$ cat config.mk
export PLATFORM = sky130hd
export DESIGN_NAME = dma_hdma
export DESIGN_NICKNAME = d
export VERILOG_FILES = /design/src/rtl/dma_hdma.sv
export SDC_FILE = /design/constraint.sdc
export NUM_CORES = 1
export LEC_CHECK = 0
export CAP_MARGIN = 20
export CORE_AREA = 5 5 108 110
export CTS_CLUSTER_SIZE = 25
export DETAILED_ROUTE_END_ITERATION = 10
export DIE_AREA = 0 0 113 115
export GPL_TIMING_DRIVEN = 0
export HOLD_SLACK_MARGIN = 0.1
export PLACE_DENSITY = 0.55
export SYNTH_ARGS = -nofsm -noshare
export SYNTH_HDL_FRONTEND = slang
export SYNTH_SLANG_ARGS = --single-unit
$ cat constraint.sdc
create_clock -name clk1 -period 2.15 [get_ports clk1]
set_input_delay 0.43 -clock clk1 [delete_from_list [all_inputs] [get_ports clk1]]
set_output_delay 0.43 -clock clk1 [all_outputs]
set_load 0.005 [all_outputs]
$ cat src/rtl/dma_hdma.sv
// Block/general DMA from a 16-bit source space into a DST_W-bit destination space.
// Optional horizontal-blank paced mode is built when DMA_HBLANK_EN is defined.
module dma_hdma #(
    parameter int unsigned BLOCK = 16,
    parameter int unsigned CNT_W = 7,
    parameter int unsigned DST_W = 13
) (
    input  logic             clk1,
    input  logic             nreset6,
    input  logic             cpu_wr,
    input  logic [2:0]       reg_sel,
    input  logic [7:0]       cpu_d,
    output logic [7:0]       cpu_q,
    input  logic             hblank,
    output logic [15:0]      src_a,
    output logic             src_rd,
    input  logic [7:0]       src_d,
    output logic [DST_W-1:0] dst_a,
    output logic             dst_wr,
    output logic [7:0]       dst_d,
    output logic             busy,
    output logic             active
);

    localparam int unsigned      LOGB     = $clog2(BLOCK);
    localparam logic [15:0]      SRC_MASK = 16'(BLOCK - 1);
    localparam logic [DST_W-1:0] DST_MASK = DST_W'(BLOCK - 1);
    localparam logic [LOGB-1:0]  BLK_LAST = LOGB'(BLOCK - 1);

    typedef enum logic [1:0] {
        IDLE     = 2'd0,
        RD       = 2'd1,
`ifdef DMA_HBLANK_EN
        WR       = 2'd2,
        WAIT_HBL = 2'd3
`else
        WR       = 2'd2
`endif
    } state_t;

    state_t           r_state;
    logic [15:0]      r_src;
    logic [DST_W-1:0] r_dst;
    logic [7:0]       r_data;
    logic [CNT_W-1:0] r_cnt;
    logic             r_active;
    logic             w_ctrl_wr;
    logic             w_blk_end;
    logic [7:0]       w_status;

`ifdef DMA_HBLANK_EN
    logic r_hbl;
    logic r_hbl_d;
    logic r_hmode;
    logic r_cancel;
    logic w_hbl_edge;
    assign w_hbl_edge = r_hbl & ~r_hbl_d;
`else
    logic w_unused_hblank;
    assign w_unused_hblank = hblank;
`endif

    assign w_ctrl_wr = cpu_wr & (reg_sel == 3'd4);
    // Both addresses start block-aligned, so the source low bits mark the last byte of a block.
    assign w_blk_end = (r_src[LOGB-1:0] == BLK_LAST);

    assign src_a  = r_src;
    assign dst_a  = r_dst;
    assign dst_d  = r_data;
    assign src_rd = (r_state == RD);
    assign dst_wr = (r_state == WR);
    assign busy   = (r_state == RD) | (r_state == WR);
    assign active = r_active;

    always_comb begin
        w_status          = 8'hFF;
        w_status[CNT_W:0] = {~r_active, r_cnt};
        cpu_q             = (reg_sel == 3'd4) ? w_status : 8'hFF;
    end

    always_ff @(posedge clk1 or negedge nreset6) begin
        if (!nreset6) begin
            r_state  <= IDLE;
            r_src    <= '0;
            r_dst    <= '0;
            r_data   <= '0;
            r_cnt    <= '1;
            r_active <= 1'b0;
`ifdef DMA_HBLANK_EN
            r_hbl    <= 1'b0;
            r_hbl_d  <= 1'b0;
            r_hmode  <= 1'b0;
            r_cancel <= 1'b0;
`endif
        end else begin
`ifdef DMA_HBLANK_EN
            r_hbl   <= hblank;
            r_hbl_d <= r_hbl;
`endif
            if (cpu_wr && !r_active) begin
                case (reg_sel)
                    3'd0:    r_src[15:8] <= cpu_d;
                    3'd1:    r_src[7:0]  <= cpu_d;
                    3'd2:    r_dst       <= DST_W'({cpu_d, r_dst[7:0]});
                    3'd3:    r_dst[7:0]  <= cpu_d;
                    default: ;
                endcase
            end

            case (r_state)
                IDLE: begin
                    if (w_ctrl_wr) begin
                        r_cnt    <= cpu_d[CNT_W-1:0];
                        r_src    <= r_src & ~SRC_MASK;
                        r_dst    <= r_dst & ~DST_MASK;
                        r_active <= 1'b1;
`ifdef DMA_HBLANK_EN
                        r_hmode  <= cpu_d[7];
                        r_cancel <= 1'b0;
                        r_state  <= cpu_d[7] ? WAIT_HBL : RD;
`else
                        r_state  <= RD;
`endif
                    end
                end
                RD: begin
                    r_data  <= src_d;
                    r_state <= WR;
                end
                WR: begin
                    r_src   <= r_src + 16'd1;
                    r_dst   <= r_dst + DST_W'(1);
                    r_state <= RD;
                    if (w_blk_end) begin
                        r_cnt <= r_cnt - CNT_W'(1);
`ifdef DMA_HBLANK_EN
                        if (r_cnt == '0 || r_cancel) begin
                            r_state  <= IDLE;
                            r_active <= 1'b0;
                        end else if (r_hmode) begin
                            r_state <= WAIT_HBL;
                        end
`else
                        if (r_cnt == '0) begin
                            r_state  <= IDLE;
                            r_active <= 1'b0;
                        end
`endif
                    end
                end
`ifdef DMA_HBLANK_EN
                WAIT_HBL: begin
                    if (r_cancel) begin
                        r_state  <= IDLE;
                        r_active <= 1'b0;
                    end else if (w_hbl_edge) begin
                        r_state <= RD;
                    end
                end
`endif
                default: r_state <= IDLE;
            endcase

`ifdef DMA_HBLANK_EN
            // Cancel is immediate between blocks, deferred to block end otherwise.
            if (w_ctrl_wr && r_active && r_hmode && !cpu_d[7]) begin
                if (r_state == WAIT_HBL) begin
                    r_state  <= IDLE;
                    r_active <= 1'b0;
                end else begin
                    r_cancel <= 1'b1;
                end
            end
`endif
        end
    end

endmodule
* Yosys cells after proc, flatten, opt, wreduce, memory -nomap -nowiden
Cells that the tools add are included.
** Word-level totals
- Register bits after elaboration :: 47
- Output and inout bits :: 49
** Operators by class
- Add/sub/neg operators :: 3
- Eq/ne operators :: 11
- Muxes and demuxes :: 22
- Bitwise gates (word level) :: 3
- Reductions and logical operators :: 8
** Operator list (number)
- $mux W16 :: 2
- $mux W8 :: 4
- $pmux W16 S2 :: 1
- $mux W13 :: 2
- $pmux W13 S2 :: 1
- $add A16 B1 Y16 const B :: 1
- $mux W7 :: 2
- $pmux W7 S2 :: 1
- $add A13 B1 Y13 const B :: 1
- $logic_not A7 Y1 :: 1
- $sub A7 B1 Y7 const B :: 1
- $eq A3 B2 Y1 const B :: 2
- $pmux W2 S3 :: 1
- $mux W1 :: 5
- $mux W5 :: 1
- $eq A4 B4 Y1 const B :: 1
- $ne A2 B1 Y1 const B :: 2
- $ne A2 B2 Y1 const B :: 2
- $reduce_and A4 Y1 :: 1
- $eq A3 B1 Y1 const B :: 1
- $eq A3 B3 Y1 const B :: 1
- $logic_not A3 Y1 :: 1
- $reduce_and A3 Y1 :: 1
- $eq A2 B1 Y1 const B :: 1
- 10 further kinds :: 10

* Depth between registers and ports, before layout
Gate-level depths: netlist of run 1.
- Word-level depth :: 5
- Depth in mapped cells :: 7
- Gate-level depth less buffers :: 6

* Worst setup path after synthesis of run 1
OpenSTA, ideal clock, no wires.
- Path type :: reg-to-reg
- Start point :: register r_state[0]
- End point :: register r_src[14] (netlist: src_a[14])
- Library setup time :: 0.087 ns
- Arrival time :: 1.686 ns
- Slack :: 0.378 ns
- Stages on the path, launching flop included :: 8
- Path buffers :: 1
- Clock period less this slack :: 1.772 ns
- Cell sequence :: dfrtp_1 inv_1 ha_1 buf_2 clkinv_1 a21o_1 or3_1 o211ai_1
** On the way
- Word-level cells in the longest chain between the ends :: 2
- Elaborated cells on any way between the ends :: 4
- Classes of those cells :: 2 x eq/ne; 1 x mux; 1 x reduce/logical
** Ends and longest elaborated chain
- start: declaration :: line 41 : state_t r_state;
- start signal: assignment :: line 83 : r_state <= IDLE;
- start signal: assignment :: line 122 : r_state <= RD;
- start signal: assignment :: line 128 : r_state <= WR;
- $eq A2 B2 Y1
- net dst_wr :: line 19 : output logic dst_wr,
- $pmux W16 S2 :: line 110 : case (r_state)
- end signal: assignment :: line 102 : 3'd0: r_src[15:8] <= cpu_d;
- end signal: assignment :: line 114 : r_src <= r_src & ~SRC_MASK;
- end signal: assignment :: line 131 : r_src <= r_src + 16'd1;
- end: declaration :: line 42 : logic [15:0] r_src;
The timed path passes the listed nets, and every way through them passes these cells.
A chain may end at the register's enable or synchronous reset.

* Worst setup path after layout of run 1
- Start point :: input reg_sel[2]
- End point :: output cpu_q[7]
** On the way
- Word-level cells in the longest chain between the ends :: 2
** Ends and longest elaborated chain
- start: declaration :: line 11 : input logic [2:0] reg_sel,
- $eq A3 B3 Y1 :: line 78 : cpu_q = (reg_sel == 3'd4) ? w_status : 8'hFF;
- $mux W8 :: line 78
- end: declaration :: line 13 : output logic [7:0] cpu_q,
No other way between the ends.

==> results of run 1 <==
sequential cells by signal (all words and copies together), names as in the netlist:
| signal | flops |
|---|---|
| r_state | 2 |
| dst_a | 13 |
| active | 1 |
| r_cnt | 7 |
| src_a | 16 |
| dst_d | 8 |
worst max path at each step:
stage                from   endpoint  slack [ps]  cells after the start
6_report       reg_sel[2]   cpu_q[7]          80                      5
2_1_floorplan  r_state[0]  src_a[14]         380                      7
3_3_place_gp   reg_sel[2]   cpu_q[1]        -850                      4
3_5_place_dp   reg_sel[2]   cpu_q[0]        -880                      4
5_1_grt        reg_sel[2]   cpu_q[5]           2                      5
4_1_cts        reg_sel[1]   cpu_q[7]          30                      5
logic make-up after synthesis:
kind of cell	synth area share, %
simple gates	19.97
compound gates	18.32
flops	38.05
mux	14.79
buf+inv	4.540
fa+ha+maj	3.214
xor+xnor	1.125
worst reg2reg max path, stage by stage, from the launching register on:
cell      delay [ps]
dfrtp_1          420
inv_1             90
ha_1             220
buf_2            260
clkinv_2         180
a21o_1           280
or3_1            370
o211ai_1         100
layer usage:
layer  vias to the layer above  routed length (µm)
met3                         9                 570
li1                       1403                   -
met5                         -                   0
met1                      1493                4840
met2                        82                4634
met4                         0                 128
synthesized netlist by cell type (all sizes together) (3+ instances only):
| master | n |
|---|---|
| inv | 8 |
| nand2 | 25 |
| and4 | 7 |
| nand3 | 14 |
| o31ai | 3 |
| o32ai | 3 |
| o22ai | 20 |
| mux2i | 37 |
| and3 | 6 |
| dfstp | 7 |
| o21ai | 12 |
| nor4b | 3 |
| nor2 | 11 |
| nor3 | 10 |
| buf | 10 |
| nand4 | 8 |
| clkbuf | 12 |
| o211ai | 3 |
| a21o | 3 |
| nand2b | 8 |
| nor4 | 4 |
| mux2 | 8 |
| a211oi | 3 |
| dfrtp | 40 |
| ha | 8 |
| a21oi | 18 |
power by group:
group	switching (mW)	total (mW)	leakage, nW	internal, mW
Clock	0.309	0.603	0.0515	0.294
Combinational	1.11	2.47	1.09	1.36
Sequential	0.561	1.91	0.538	1.35
placed cells by master (no fill, tap or decap), types with 10 or more instances in the layout:
| cell type | synthesis | routed |
|---|---|---|
| clkdlybuf4s50_1 | 0 | 66 |
| dfrtp_1 | 40 | 40 |
| mux2i_1 | 37 | 37 |
| nand2_1 | 25 | 25 |
| o22ai_1 | 20 | 20 |
| a21oi_1 | 18 | 18 |
| nand3_1 | 14 | 14 |
| o21ai_0 | 12 | 12 |
| nor2_1 | 11 | 11 |
| nor3_1 | 10 | 10 |
through the flow:
| step | power, mW | hold slack, ps |
|---|---|---|
| after detailed placement | 4.370 | 465.4 |
| after global placement | 4.311 | 490.1 |
| after floorplan | 3.083 | 134.4 |
| final | 4.980 | 114.6 |
| after global routing | 5.353 | 159.0 |
| after CTS | 5.003 | 130.6 |
layout make-up:
type                       count  area (µm²)
inverter                       9       35.03
sequential                    47        1185
tap                          140       175.2
clock buffer                   8       100.1
buffer                        22       115.1
fill                        1074        6462
multi-input combinational    250        1808
timing repair buffer          71       721.9
what timing repair did:
action,4_1_cts,5_1_grt
buffers inserted,1,0
gates resized for setup,11,8
endpoints found under the setup margin,23,22
hold buffers,0,0
pin swaps,0,1
==> out/metrics.csv, run 1 <==
metric,value,unit
fin_util,39.05,%
crit_buf_inv,3,
setup_tns,0,ps
cp_data_required_time,1720,ps
synth_cell_types,61,
drive_gt1_share,12.04,%
yosys.area.top_type_share,32.14,%
cp_max_fo,8,
n_antenna_cell,0,
finalSetupViolations,0,
hold_viol_final,0,
routedWlPerCell,18.60,µm
cts_made_buffers,5,
first_pass_iters,4,
dp_hpwl,7466,µm
status,completed,
io_buffers,69,
synthTopCellsByArea,"dfrtp_1 32%, mux2i_1 12%, dfstp_2 5.9%",
die_w,113,µm
period_share,96.30,%
crit_path_end_kind,output port,
cts_tree,done,
p_per_area,1203,mW/mm²
reg2reg_from,r_state[0],
cts.clk_slew.worst_paths,90,ps
maxCapViolCount,0,
slew-limit-headroom,51.70,%
drt_iter0_markers,148,
area_growth,32.94,%
synthesis.area,0.003114,mm²
r2r_slack,150,ps
dp_slack,-877.9,ps
io_pins,72,
num_vias,2987,
critical-path-max-stage-delay,460,ps
max-vdd-ir-drop,0.5159,mV
grt.overflow.total,0,
drt-vias-per-instance,5.461,
grt.met1_usage,22.25,%
drt-total-wl,10170,µm
tightest_slew,718.5,ps
gr-max-usage-layer,met2,
rsz0062_at_grt,false,
syn-num-nets,359,
drc,0,
cts_buffer_depth,2,
htreeDepth,2,
leakagePower,1.676,nW
cp_top_family,buffers and inverters,
synth_cells,328,
rr_worst_depth,7,
post-route-min-period,2070,ps
nets,437,
layout_setup_ws,79.57,ps
clk_latency,310,ps
fin_cells,547,
fmax,483.0,MHz
gp_congestion,0.8721,
gr-usage-met3,2.526,%
synth_edf_count,0,
rr_endpoint,src_a[14],
maxSlewViolCount,0,
cts_sinks,47,
grt_max_degree,25,
worst_path_max_delay_cell,clkdlybuf4s50_1,
ys_async_sr_fraction,100.0,%
syn_avg_cell_area,9.495,µm²
ys_seq_elements,47,
synth_warnings,0,
rows,38,
cts_root_buf,clkbuf_8,
grt_pass1_vias,3014,
min_path_type,primary input to asynchronous set/reset pin,
critical_path_class,primary input to output port,
cp_data_arrival_time,1640,ps
synth-main-ff-cell,dfrtp_1,
grt_use_met2,24.76,%
core,0.01060,mm²
fin_skew,8.342,ps
final_cell_area,0.004140,mm²
start_util,29.37,%
detail-route-antenna-nets,0,
grt.total_usage,15.59,%
antenna_found_initial,0,
grt_pass1_wl,16150,µm
start_kind,primary input,
place_area,0.003995,mm²
place_inst,538,
ys_seq_area_share,38.05,%
dieArea,0.01300,mm²
die_h,115,µm
cp_cell_sequence,clkdlybuf4s15_2 -> nor3b_4 -> buf_12 -> nand2_1 -> clkdlybuf4s50_1,
yosysTopAreaCell,dfrtp_1,
No activity file was read; power rests on OpenSTA's default activity.
==> run 2, diff against run 1 <==
==> constraint.sdc (replaced) <==
create_clock -name clk1 -period 2.6 [get_ports clk1]
set_input_delay 0.65 -clock clk1 [delete_from_list [all_inputs] [get_ports clk1]]
set_output_delay 0.65 -clock clk1 [all_outputs]
set_load 0.005 [all_outputs]
==> run 2 against run 1 <==
  * Combinational power decreased by 18%
  * Flip-flop and latch count unchanged
  * Worst setup slack about the same
  * Clock skew decreased by 0.88 ps
  * Critical path depth unchanged
  * First-iteration DRC count increased by 24%
  * Critical endpoint is now dst_a[11]
==> out/metrics.csv, run 2 (same netlist as run 1, synthesis figures left out) <==
metric,value,unit,change
status,completed,,unchanged
reg2reg_from,r_state[0],,unchanged
grt.total_usage,15.59,%,unchanged
sw_frac_of_total,39.75,%,was 39.76%
grt_pass1_vias,3014,,unchanged
place_inst,538,,unchanged
slew-limit-headroom,24.01,%,was 51.70%
p_seq_share,38.4,%,about the same
io_buffers,69,,unchanged
min_path_type,primary input to asynchronous set/reset pin,,unchanged
fmax,396.8,MHz,
rows,38,,unchanged
antenna_found_initial,0,,unchanged
drive_gt1_share,10.32,%,was 12.04%
fin_util,38.82,%,was 39.05%
p_int,2.471,mW,was 2.999 mW
dieArea,0.01300,mm²,unchanged
whs,334.3,ps,was 114.6 ps
start_kind,primary input,,unchanged
layout_common_cells,"66 x clkdlybuf4s50_1, 40 x dfrtp_1, 37 x mux2i_1",,unchanged
routedWlPerCell,18.51,µm,was 18.60 µm
drc,0,,unchanged
fin_skew,7.467,ps,was 8.342 ps
clockPowerShare,12.1,%,about the same
clk_latency,300,ps,was 310 ps
drt-total-wl,10130,µm,was 10170 µm
p_per_area,996.5,mW/mm²,was 1203 mW/mm²
maxCapViolCount,0,,unchanged
maxSlewViolCount,0,,unchanged
nets,437,,unchanged
cp_cell_sequence,clkdlybuf4s50_1 -> nand2b_4 -> nor4b_2 -> o22ai_1 -> a221o_1,,was clkdlybuf4s15_2 -> nor3b_4 -> buf_12 -> nand2_1 -> clkdlybuf4s50_1
dp_hpwl,7466,µm,unchanged
htreeDepth,2,,unchanged
grt_pass1_wl,16150,µm,unchanged
cp_data_required_time,2800,ps,was 1720 ps
tightest_slew,1137,ps,was 718.5 ps
largest_register_ffs,16,,unchanged
grt.overflow.total,0,,unchanged
drt-vias-per-instance,5.452,,was 5.461
start_util,29.37,%,unchanged
die_w,113,µm,unchanged
startpoint,cpu_wr,,was reg_sel[2]
fin_cells,547,,unchanged
area_growth,32.18,%,was 32.94%
cts_made_buffers,5,,unchanged
leakagePower,1.649,nW,was 1.676 nW
grt_max_degree,25,,unchanged
final_common_cell,clkdlybuf4s50_1,,unchanged
worst_path_max_delay_cell,nor4b_2,,was clkdlybuf4s50_1
cp_data_arrival_time,2720,ps,was 1640 ps
io_pins,72,,unchanged
finalSetupViolations,0,,unchanged
cts_hold_buf,0,,unchanged
p_sw,1.631,mW,was 1.980 mW
cts_tree,done,,unchanged
first_pass_iters,4,,unchanged
cts_sinks,47,,unchanged
critical_path_class,primary input to flip-flop,,was primary input to output port
rsz0062_at_grt,false,,unchanged
critical-path-max-stage-delay,920,ps,was 460 ps
final_cell_area,0.004116,mm²,was 0.004140 mm²
place_area,0.003995,mm²,unchanged
die_h,115,µm,unchanged
cp_max_fo,7,,was 8
post-route-min-period,2520,ps,
detail-route-antenna-nets,0,,unchanged
period_share,96.94,%,
cts.clk_slew.worst_paths,90,ps,about the same
hold_viol_final,0,,unchanged
n_antenna_cell,0,,unchanged
core,0.01060,mm²,unchanged
cts_root_buf,clkbuf_8,,unchanged
pwr-share-comb,49.5,%,about the same
drt_iter0_markers,183,,was 148
crit_path_end_kind,flip-flop,,was output port
num_vias,2982,,was 2987
cts_buffer_depth,2,,unchanged
max-vdd-ir-drop,0.4269,mV,was 0.5159 mV
gp_congestion,0.8721,,unchanged
## run 2: cell types whose count changed in the layout (fill, tap and decap cells not counted)
| cell | before | now |
|---|---|---|
| clkbuf_1 | 8 | 13 |
| clkinv_2 | 1 | 0 |
| buf_2 | 7 | 6 |
| buf_1 | 1 | 2 |
| nor4b_2 | 0 | 1 |
| nor4b_4 | 1 | 0 |
| clkbuf_2 | 6 | 2 |
| clkinv_1 | 0 | 1 |
| clkdlybuf4s15_2 | 1 | 0 |
## run 2: final timing paths
kind	end	slack (ps)	cells past startpoint
hold / removal	src_a[7]	330	1
setup / recovery	dst_a[11]	80	5
min in group clk1	dst_d[4]	510	1
hold reg to reg	dst_d[4]	510	1
setup reg to reg	src_a[11]	310	6
max in group asynchronous	r_cnt[0]	1670	2
## run 2: timing repair
action | CTS | global route
setup buffers | 1 | 0
cloned | 0 | 0
gates resized for setup | 5 | 3
pin swaps | 0 | 1
endpoints found under the hold margin | 0 | 0
setup endpoints to repair | 8 | 8
## run 2: per-stage QoR
step / setup TNS [ps] / total power [mW] / worst slack, ps
after floorplan: 0 / 2.550 / 524.1
after global placement: -31230 / 3.565 / -837.8
after detailed placement: -7291 / 3.614 / -867.9
after CTS: 0 / 4.130 / 13.28
after global routing: 0 / 4.417 / 66.73
final: 0 / 4.102 / 79.68
## run 2: routing by layer
metal / wire length (µm) / share of wire [%] / track usage [%] / up-vias
met5: 0 / 0 / 0 / -
met2: 4653 / 46 / 24.76 / 97
li1: - / - / - / 1410
met3: 558 / 5.5 / 2.526 / 8
met1: 4788 / 47 / 22.25 / 1467
met4: 127 / 1.3 / 3.846 / 0
## run 2: worst max-delay path, delay by kind of cell
family	cells	cell delay, ps
compound gates	2	490
buf+inv	1	570
simple gates	2	1000
## run 2: power by group through the flow
| stage | clock (mW) | combinational [mW] | sequential [mW] |
|---|---|---|---|
| after floorplan | 0 | 1.06 | 1.49 |
| after global placement | 0 | 1.99 | 1.57 |
| after detailed placement | 0 | 2.03 | 1.58 |
| after CTS | 0.513 | 2.05 | 1.57 |
| after global routing | 0.544 | 2.23 | 1.64 |
| final | 0.498 | 2.03 | 1.58 |
## run 2: final cells by class
cell class	instances	area (µm²)
buffer	22	107.6
clock buffer	8	100.1
fill	1080	6486
inverter	9	33.78
multi-input combinational	250	1799
sequential	47	1185
tap	140	175.2
timing repair buffer	71	715.7
